`config.mk`:
```
export PLATFORM = sky130hd
export DESIGN_NAME = uart_tx_arbiter
export DESIGN_NICKNAME = d
export VERILOG_FILES = /design/src/rtl/uart_pkg.sv /design/src/rtl/rr_arbiter_comb.sv /design/src/rtl/uart_tx_arbiter.sv
export SDC_FILE = /design/constraint.sdc
export NUM_CORES = 1
export LEC_CHECK = 0
export CAP_MARGIN = 40
export CELL_PAD_IN_SITES_DETAIL_PLACEMENT = 1
export CELL_PAD_IN_SITES_GLOBAL_PLACEMENT = 1
export CORE_ASPECT_RATIO = 1.4
export CORE_MARGIN = 2
export CORE_UTILIZATION = 39
export DETAILED_ROUTE_END_ITERATION = 6
export GPL_TIMING_DRIVEN = 0
export HOLD_SLACK_MARGIN = 0.03
export PLACE_DENSITY_LB_ADDON = 0.1
export SLEW_MARGIN = 40
export SYNTH_ARGS = -nofsm -noshare
export SYNTH_HDL_FRONTEND = slang
export SYNTH_SLANG_ARGS = --single-unit
```
`constraint.sdc`:
```
create_clock -name clk -period 3 [get_ports clk]
set_clock_uncertainty 0.15 [all_clocks]
set_input_delay 0.9 -clock clk [delete_from_list [all_inputs] [get_ports clk]]
set_output_delay 0.9 -clock clk [all_outputs]
set_load 0.1 [all_outputs]
```
`src/rtl/uart_pkg.sv`:
```
// Shared definitions for the UART transmit path: FSM encoding, frame size and a
// constant-width helper.
package uart_pkg;

  localparam logic [1:0] IDLE = 2'd0;
  localparam logic [1:0] LOAD = 2'd1;
  localparam logic [1:0] SEND = 2'd2;
  localparam logic [1:0] GAP  = 2'd3;

  localparam int unsigned UART_FRAME_BITS = 11;

  typedef enum logic [1:0] {
    ST_IDLE = IDLE,
    ST_LOAD = LOAD,
    ST_SEND = SEND,
    ST_GAP  = GAP
  } state_t;

  // Ceiling log2; used for counter and index widths.
  function automatic int unsigned clog2(input int unsigned v);
    int unsigned r;
    longint unsigned p;
    r = 0;
    p = 64'd1;
    while (p < 64'(v)) begin
      p = p << 1;
      r = r + 1;
    end
    return r;
  endfunction

endpackage

```
`src/rtl/rr_arbiter_comb.sv`:
```
// Combinational round-robin pick: first set request at or above rr_ptr,
// wrapping modulo N_REQ.
module rr_arbiter_comb #(
  parameter int unsigned N_REQ = 4,
  parameter int unsigned PTR_W = 2
) (
  input  logic [N_REQ-1:0] req,
  input  logic [PTR_W-1:0] rr_ptr,
  output logic [PTR_W-1:0] grant,
  output logic             any_req
);

  // Walk offsets from farthest to nearest so the nearest set bit wins.
  always_comb begin
    logic [PTR_W-1:0] idx;
    idx   = '0;
    grant = '0;
    for (int i = int'(N_REQ) - 1; i >= 0; i--) begin
      idx = PTR_W'((32'(rr_ptr) + 32'(i)) % N_REQ);
      if (req[idx]) grant = idx;
    end
  end

  assign any_req = |req;

endmodule

```
`src/rtl/uart_tx_arbiter.sv`:
```
// Round-robin sharing of one UART byte transmitter between N_REQ byte sources,
// with a post-byte idle gap and a watchdog against a stuck transmitter.
import uart_pkg::*;

module uart_tx_arbiter #(
  parameter int unsigned N_REQ          = 4,
  parameter int unsigned GAP_CYCLES     = 16,
  parameter int unsigned TIMEOUT_CYCLES = 1_000_000
) (
  input  logic                 clk,
  input  logic                 rst,
  input  logic [N_REQ-1:0]     req_valid,
  input  logic [8*N_REQ-1:0]   req_data,
  output logic [N_REQ-1:0]     req_ready,
  output logic                 tx_byte_en,
  output logic [7:0]           tx_data,
  input  logic                 tx_done,
  output logic                 busy,
  output logic [2:0]           grant_id,
  output logic                 timeout_err
);

  localparam int unsigned PTR_W = clog2(N_REQ);
  localparam int unsigned WD_W  = clog2(TIMEOUT_CYCLES);
  localparam int unsigned GAP_W = clog2(GAP_CYCLES + 1);

  localparam logic [PTR_W-1:0] LAST_REQ = PTR_W'(N_REQ - 1);
  localparam logic [WD_W-1:0]  WD_LAST  = WD_W'(TIMEOUT_CYCLES - 1);
  localparam logic [GAP_W-1:0] GAP_LAST = GAP_W'(GAP_CYCLES - 1);

  state_t               state, state_nxt;
  logic [PTR_W-1:0]     rr_ptr, rr_ptr_nxt;
  logic [PTR_W-1:0]     grant, grant_nxt;
  logic [PTR_W-1:0]     pick;
  logic                 any_req;
  logic [7:0]           data_sel, data_nxt;
  logic [N_REQ-1:0]     ready_nxt;
  logic                 byte_en_nxt, busy_nxt, terr_nxt;
  logic [WD_W-1:0]      wdog, wdog_nxt;
  logic [GAP_W-1:0]     gap_cnt, gap_nxt;

  rr_arbiter_comb #(
    .N_REQ (N_REQ),
    .PTR_W (PTR_W)
  ) u_rr (
    .req     (req_valid),
    .rr_ptr  (rr_ptr),
    .grant   (pick),
    .any_req (any_req)
  );

  // Byte of the requester currently winning arbitration.
  always_comb begin
    data_sel = '0;
    for (int i = 0; i < int'(N_REQ); i++) begin
      if (PTR_W'(i) == pick) data_sel = req_data[8*i +: 8];
    end
  end

  assign grant_id = 3'(grant);

  always_ff @(posedge clk or negedge rst) begin
    if (!rst) begin
      state       <= ST_IDLE;
      rr_ptr      <= '0;
      grant       <= '0;
      tx_data     <= '0;
      req_ready   <= '0;
      tx_byte_en  <= 1'b0;
      busy        <= 1'b0;
      timeout_err <= 1'b0;
      wdog        <= '0;
      gap_cnt     <= '0;
    end else begin
      state       <= state_nxt;
      rr_ptr      <= rr_ptr_nxt;
      grant       <= grant_nxt;
      tx_data     <= data_nxt;
      req_ready   <= ready_nxt;
      tx_byte_en  <= byte_en_nxt;
      busy        <= busy_nxt;
      timeout_err <= terr_nxt;
      wdog        <= wdog_nxt;
      gap_cnt     <= gap_nxt;
    end
  end

  always_comb begin
    state_nxt   = state;
    rr_ptr_nxt  = rr_ptr;
    grant_nxt   = grant;
    data_nxt    = tx_data;
    ready_nxt   = '0;
    byte_en_nxt = 1'b0;
    terr_nxt    = timeout_err;
    wdog_nxt    = wdog;
    gap_nxt     = gap_cnt;

    case (state)
      ST_IDLE: begin
        if (any_req) begin
          state_nxt       = ST_LOAD;
          grant_nxt       = pick;
          data_nxt        = data_sel;
          ready_nxt[pick] = 1'b1;
        end
      end
      ST_LOAD: begin
        state_nxt   = ST_SEND;
        byte_en_nxt = 1'b1;
        wdog_nxt    = '0;
        rr_ptr_nxt  = (grant == LAST_REQ) ? '0 : grant + PTR_W'(1);
      end
      ST_SEND: begin
        // Completion wins over a watchdog expiry in the same cycle.
        if (tx_done) begin
          state_nxt = ST_GAP;
          wdog_nxt  = '0;
          gap_nxt   = '0;
        end else if (wdog == WD_LAST) begin
          state_nxt = ST_GAP;
          terr_nxt  = 1'b1;
          wdog_nxt  = '0;
          gap_nxt   = '0;
        end else begin
          byte_en_nxt = 1'b1;
          wdog_nxt    = wdog + WD_W'(1);
        end
      end
      ST_GAP: begin
        if (gap_cnt == GAP_LAST) begin
          state_nxt = ST_IDLE;
          gap_nxt   = '0;
        end else begin
          gap_nxt = gap_cnt + GAP_W'(1);
        end
      end
      default: state_nxt = ST_IDLE;
    endcase

    busy_nxt = (state_nxt != ST_IDLE);
  end

endmodule

```
==> results.ini, run 1 <==
[power]
power_density_nw_per_um2=946
p_total_w=0.00312
cellLeakagePower_nw=1.44
worst_ir_drop_vdd_mv=0.536

[synth]
synth_nets=308
ys_types=55
synth_top_area_share=0.442
netlist_area_um2=2600
synthArstFlopShare=1.00
synthTopCellsByArea=dfrtp_1 (44%), xor2_1 (3.7%), nand3_1 (3.5%)
ys_seq_area_frac=0.442
synth_edf_count=0
ys.flop_type=dfrtp_1
avgSynthCellArea_um2=9.93
yosysWarnings=0
synth_cells=262
ys_ff_latch=46
yosysTopAreaCell=dfrtp_1

[place]
dp_hpwl_um=5040
io_buffers=55
place_inst=392
gp_congestion=0.732

[cts]
cts_tree=yes
clock-sinks=46
htreeDepth=2
post_cts_buffers=0
worstSkewPairLatency_ps=300
clk_path_buf_depth=2
cts-buffers-inserted=5
cts.clk_slew.worst_paths_ps=90
cts-root-buf=clkbuf_8

[global_routing]
antenna_found_initial=0
grt_max_degree=32
grt_first_pass_wirelength_um=11200
grt_pass1_vias=2420
overflow=0
grt_use_total=0.192

[finish]
instances_no_fill=399
drive_gt1_frac=0.154
fillers=741
diodes=0
fin_util=0.506
fin_nets=371
final_cell_mix=dfrtp_1 (46), clkdlybuf4s50_1 (37), nor2_1 (22), nand2_1 (20)
mostFrequentLayoutCell=dfrtp_1
syn_to_final_growth_pct=26.8

[sta]
fin_tns_setup_ps=0
timing.fmax_mhz=347
finalHoldViolations=0
slew_headroom=0.552
rsz0062_at_grt=false
worstMarginPinSlew_ps=667
fin_crit_ps=2880
setup_viol=0
drv_slew=0
period_share=0.961

[critical_path]
path_class=primary input to flop
cp.required_ps=3030
cp-start-kind=primary input
path_cells=clkdlybuf4s50_1, nor2b_4, a221oi_4, nor2_2, buf_6, mux2_4, a221o_1
end_kind=flop
cp.arrival_ps=2910
path_buf_inv=2
slowest_delay_ps=510
crit_family=compound AO/OA/AOI/OAI gates
cp_slowest_cell=clkdlybuf4s50_1
crit_path_max_fanout=10

[floorplanning]
die_area_um2=7350
die_h_um=101
die_w_um=73.0
rows=35
pin_count=57
start_util=0.399
coreArea_um2=6530

[detailed_routing]
drt_iter0_markers=45
routed_wl_um=6580
vias=2243
drc_errors=0
drt_first_pass_iters=4
ant_nets=0
vias_per_cell=5.62
avgRoutedWirePerCell_um=16.5

[outcome]
outcome=finished, final reports clean

[job]
maxCapViolations=0

[hold_path]
hold_path_class=primary input to asynchronous set/reset pin

-- cell usage after synthesis (2+ instances only) --
library cell and count:
dfrtp_1 46, nor2_1 23, nand2_1 20, nand3_1 18, o21ai_0 14, xor2_1 11
a21boi_0 9, a221o_1 7, ha_1 7, inv_1 7, nor3_1 7, a21o_1 5
a21oi_1 5, mux2_4 5, nor2b_1 5, mux2i_1 4, nand4_1 4, nor4_1 4
a211oi_1 3, and3_1 3, clkbuf_1 3, mux2_2 3, nand3b_1 3, o22ai_1 3
o2bb2ai_1 3, xnor2_1 3, a21bo_2 2, a22o_1 2, and2_1 2, buf_4 2
nand2b_1 2, o21bai_1 2, o311ai_0 2, or3_1 2
-- metal layers --
layer | routed length (um) | up-vias | GRT usage
met1 | 2630 | 1105 | 0.217
met2 | 3620 | 52 | 0.360
met5 | 0 | - | 0
met4 | 102 | 0 | 0.0598
li1 | - | 1076 | -
met3 | 231 | 10 | 0.0290
-- per-stage QoR --
stage	cell area (um^2)	setup slack [ps]	hold slack, ps
6_report	3300	118	296
5_1_grt	3300	14.1	303
4_1_cts	3300	69.7	296
3_5_place_dp	3180	-270	307
3_3_place_gp	3250	-461	307
2_1_floorplan	2600	543	344
-- registers in the layout, indices dropped and copies added, names as in the netlist --
register / count
wdog: 20
tx_data: 8
gap_cnt: 5
req_ready: 4
grant: 2
rr_ptr: 2
state: 2
busy: 1
timeout_err: 1
tx_byte_en: 1
-- worst register-to-register path, delay by kind of cell (launching register included) --
kind                     cells  cell delay (ps)
AND/OR/NAND/NOR              3              780
adder cells (fa/ha/maj)      1              450
buffers and inverters        2              440
flip-flops                   1              440
XOR/XNOR                     1              170
-- where the power goes --
group          switching [W]  total, W  internal, W
clock               0.000211  0.000478     0.000267
combinational        0.00127   0.00176     0.000489
sequential          0.000120  0.000889     0.000768
-- cells by family after synthesis --
logic type / synth area share
simple gates: 0.201
xor+xnor: 0.0471
buf+inv: 0.0279
mux: 0.0572
flops: 0.442
other cells: 0.00144
compound gates: 0.189
fa+ha+maj: 0.0337
-- what timing repair did --
action,in CTS,in global routing
resized for setup,0,3
hold buffers,0,0
endpoints found under the setup margin,0,8
-- layout make-up --
class / instances / area (um^2) / share of cell area
flip-flops and latches: 46 / 1150 / 0.349
inverters: 8 / 30.0 / 0.00910
repair buffers: 56 / 483 / 0.146
multi-input cells: 201 / 1390 / 0.420
plain buffers: 7 / 43.8 / 0.0133
well taps: 74 / 92.6 / 0.0281
clock inverters: 1 / 30.0 / 0.00910
clock buffers: 6 / 82.6 / 0.0250
-- final timing paths --
path | start | end | slack (ps) | cells after the start
max reg2reg | state[0] | wdog[18] | 450 | 7
min reg2reg | timeout_err | timeout_err | 320 | 1
min in group clk | timeout_err | timeout_err | 320 | 1
max in group asynchronous | rst | wdog[4] | 1960 | 2
min | rst | gap_cnt[2] | 300 | 1
max | req_valid[2] | tx_data[2] | 120 | 7
No activity file was read; power rests on OpenSTA's default activity.
==> inputs of run 2 (changes only) <==
--- a/config.mk
+++ b/config.mk
@@ -15,7 +15,7 @@
 export GPL_TIMING_DRIVEN = 0
 export HOLD_SLACK_MARGIN = 0.03
 export PLACE_DENSITY_LB_ADDON = 0.1
-export SLEW_MARGIN = 40
+export SLEW_MARGIN = 20
 export SYNTH_ARGS = -nofsm -noshare
 export SYNTH_HDL_FRONTEND = slang
 export SYNTH_SLANG_ARGS = --single-unit
==> run 2 against run 1 <==
Net effect:
- worst hold slack better by 32 ps
- largest power group unchanged
- via count up 3.6%
- register-to-register slack got worse by 40 ps
- sequential share of layout area is 3.8 points lower
- die area unchanged
- worst setup slack got worse by 36 ps
==> results.ini, run 2 (synthesis gave the netlist of run 1 again) <==
[critical_path]
path_class=primary input to flop
end_kind=flop
cp.arrival_ps=2960  ; +50 ps
r2r_setup_slack_ps=410  ; -40 ps
cp.required_ps=3040  ; about the same
rr_startpoint=state[0]
cp-start-kind=primary input
reg2reg_depth=7  ; unchanged
crit_path_max_fanout=10  ; unchanged
r2r_end=wdog[18]

[floorplanning]
die_area_um2=7350  ; unchanged
coreArea_um2=6530  ; unchanged
die_h_um=101  ; unchanged
die_w_um=73.0  ; unchanged
rows=35  ; unchanged
pin_count=57  ; unchanged
start_util=0.399  ; unchanged

[power]
power_density_nw_per_um2=965  ; +2.0%
clkPwrFrac=0.112  ; -0.041
p_sw_frac=0.477  ; -0.0349
p_int_w=0.00187  ; +23%
worst_ir_drop_vdd_mv=0.654  ; +22%
cellLeakagePower_nw=1.57  ; +9.1%
p_seq_frac=0.250  ; -0.034
p_comb_frac=0.638  ; +0.076
switchingPower_w=0.00171  ; +6.6%

[detailed_routing]
routed_wl_um=6960  ; +5.7%
avgRoutedWirePerCell_um=16.6  ; +0.88%
ant_nets=0  ; unchanged
drc_errors=0  ; unchanged
drt_first_pass_iters=4  ; unchanged
vias_per_cell=5.56  ; -1.1%
drt_iter0_markers=65  ; +44%
vias=2323  ; +3.6%

[cts]
clk_path_buf_depth=2  ; unchanged
post_cts_buffers=0  ; unchanged
clock-sinks=46  ; unchanged
cts_tree=yes
cts-buffers-inserted=5  ; unchanged
htreeDepth=2  ; unchanged
cts.clk_slew.worst_paths_ps=90  ; about the same
cts-root-buf=clkbuf_8
worstSkewPairLatency_ps=300  ; about the same

[sta]
timing.fmax_mhz=343  ; -1.2%
worstMarginPinSlew_ps=600  ; -66.8 ps
fin_crit_ps=2920  ; +35.7 ps
period_share=0.973  ; +0.0119
drv_slew=0  ; unchanged
setup_viol=0  ; unchanged
fin_ws_ps=82.0  ; -35.7 ps
slew_headroom=0.596  ; +0.0445
rsz0062_at_grt=false
finalHoldViolations=0  ; unchanged

[finish]
fin_nets=389  ; +4.9%
drive_gt1_frac=0.148  ; -0.00559
mostFrequentLayoutCell=clkdlybuf4s50_1
fin_util=0.567  ; +0.0614
final_cell_mix=clkdlybuf4s50_1 (54), dfrtp_1 (46), nor2_1 (22), nand2_1 (20), nand3_1 (18)
reg_top3=wdog x20, tx_data x8, gap_cnt x5
top_register=wdog
diodes=0  ; unchanged
syn_to_final_growth_pct=42.2
instances_no_fill=418  ; +4.8%
largest_register_ffs=20  ; unchanged

[global_routing]
grt_use_total=0.208  ; +0.0155
grtUsageMet1=0.243  ; +0.0263
grt_max_degree=32  ; unchanged
grt_first_pass_wirelength_um=12000  ; +6.8%
overflow=0  ; unchanged
met3_usage=0.0310  ; +0.00200
grt_pass1_vias=2558  ; +5.7%
top_usage_layer=met2
antenna_found_initial=0  ; unchanged
use_met2=0.378  ; +0.0173

[hold_path]
worstHoldEndpoint=timeout_err
hold_path_class=flop to flop
hold_depth=1
hold_start=timeout_err

[place]
dp_hpwl_um=5420  ; +7.6%
gp_congestion=0.732  ; unchanged
place_inst=410  ; +4.6%
io_buffers=55  ; unchanged
pre_cts_slack_ps=-250  ; +20.0 ps

[job]
maxCapViolations=0  ; unchanged

[outcome]
outcome=finished, final reports clean

run 2: changes by cell type in the layout (fill, tap and decap cells not counted), moves of 6 or more:
cell             before  now
buf_8                 0   11
clkdlybuf4s50_1      37   54
buf_2                18    3
buf_16                0    6
run 2: cell type report:
type                    count  area, um^2
repair buffers             74         901
multi-input cells         201        1390
well taps                  74        92.6
clock buffers               6        82.6
plain buffers               7        43.8
flip-flops and latches     46        1150
fillers                   703        2820
inverters                   8        30.0
clock inverters             2        12.5
run 2: power by group through the flow:
stage                     Clock [W]  Sequential (W)  Combinational (W)
after floorplan                   0         0.00154           0.000719
after global placement            0        0.000899            0.00183
after detailed placement          0        0.000903            0.00228
after CTS                  0.000414        0.000894            0.00229
after global routing       0.000441        0.000916            0.00242
final                      0.000399        0.000892            0.00228
run 2: how the worst max path moves through the flow:
stage	startpoint	cells past startpoint	slack, ps	endpoint
3_5_place_dp	req_valid[2]	7	-250	tx_data[2]
3_3_place_gp	rst	1	-460	tx_data[3]
2_1_floorplan	req_valid[2]	6	540	tx_data[1]
5_1_grt	req_valid[2]	7	9	tx_data[3]
4_1_cts	req_valid[1]	6	70	tx_data[2]
6_report	req_valid[2]	7	80	tx_data[2]
run 2: routing by layer:
| layer | share of wire | vias to the layer above |
|---|---|---|
| met2 | 0.53 | 57 |
| met3 | 0.032 | 11 |
| li1 | - | 1116 |
| met4 | 0.021 | 0 |
| met1 | 0.42 | 1139 |
| met5 | 0 | - |
run 2: worst max-delay path, stage by stage:
cell	delay [ps]
clkdlybuf4s50_1	510
nor2b_4	190
a221oi_4	450
nor2_2	110
buf_6	170
mux2_4	310
a221o_1	320
run 2: what timing repair did:
item	CTS	global route
hold endpoints to repair	0	0
setup endpoints to repair	0	8
hold buffers	0	0
gates resized for setup	0	4
run 2: per-stage QoR:
step / power, W / cell area [um^2] / hold WS (ps) / setup TNS (ps)
6_report: 0.00357 / 3700 / 328 / 0
5_1_grt: 0.00377 / 3700 / 351 / 0
4_1_cts: 0.00360 / 3690 / 337 / 0
3_5_place_dp: 0.00319 / 3600 / 312 / -2250
3_3_place_gp: 0.00273 / 3250 / 307 / -22800
2_1_floorplan: 0.00226 / 2600 / 344 / 0
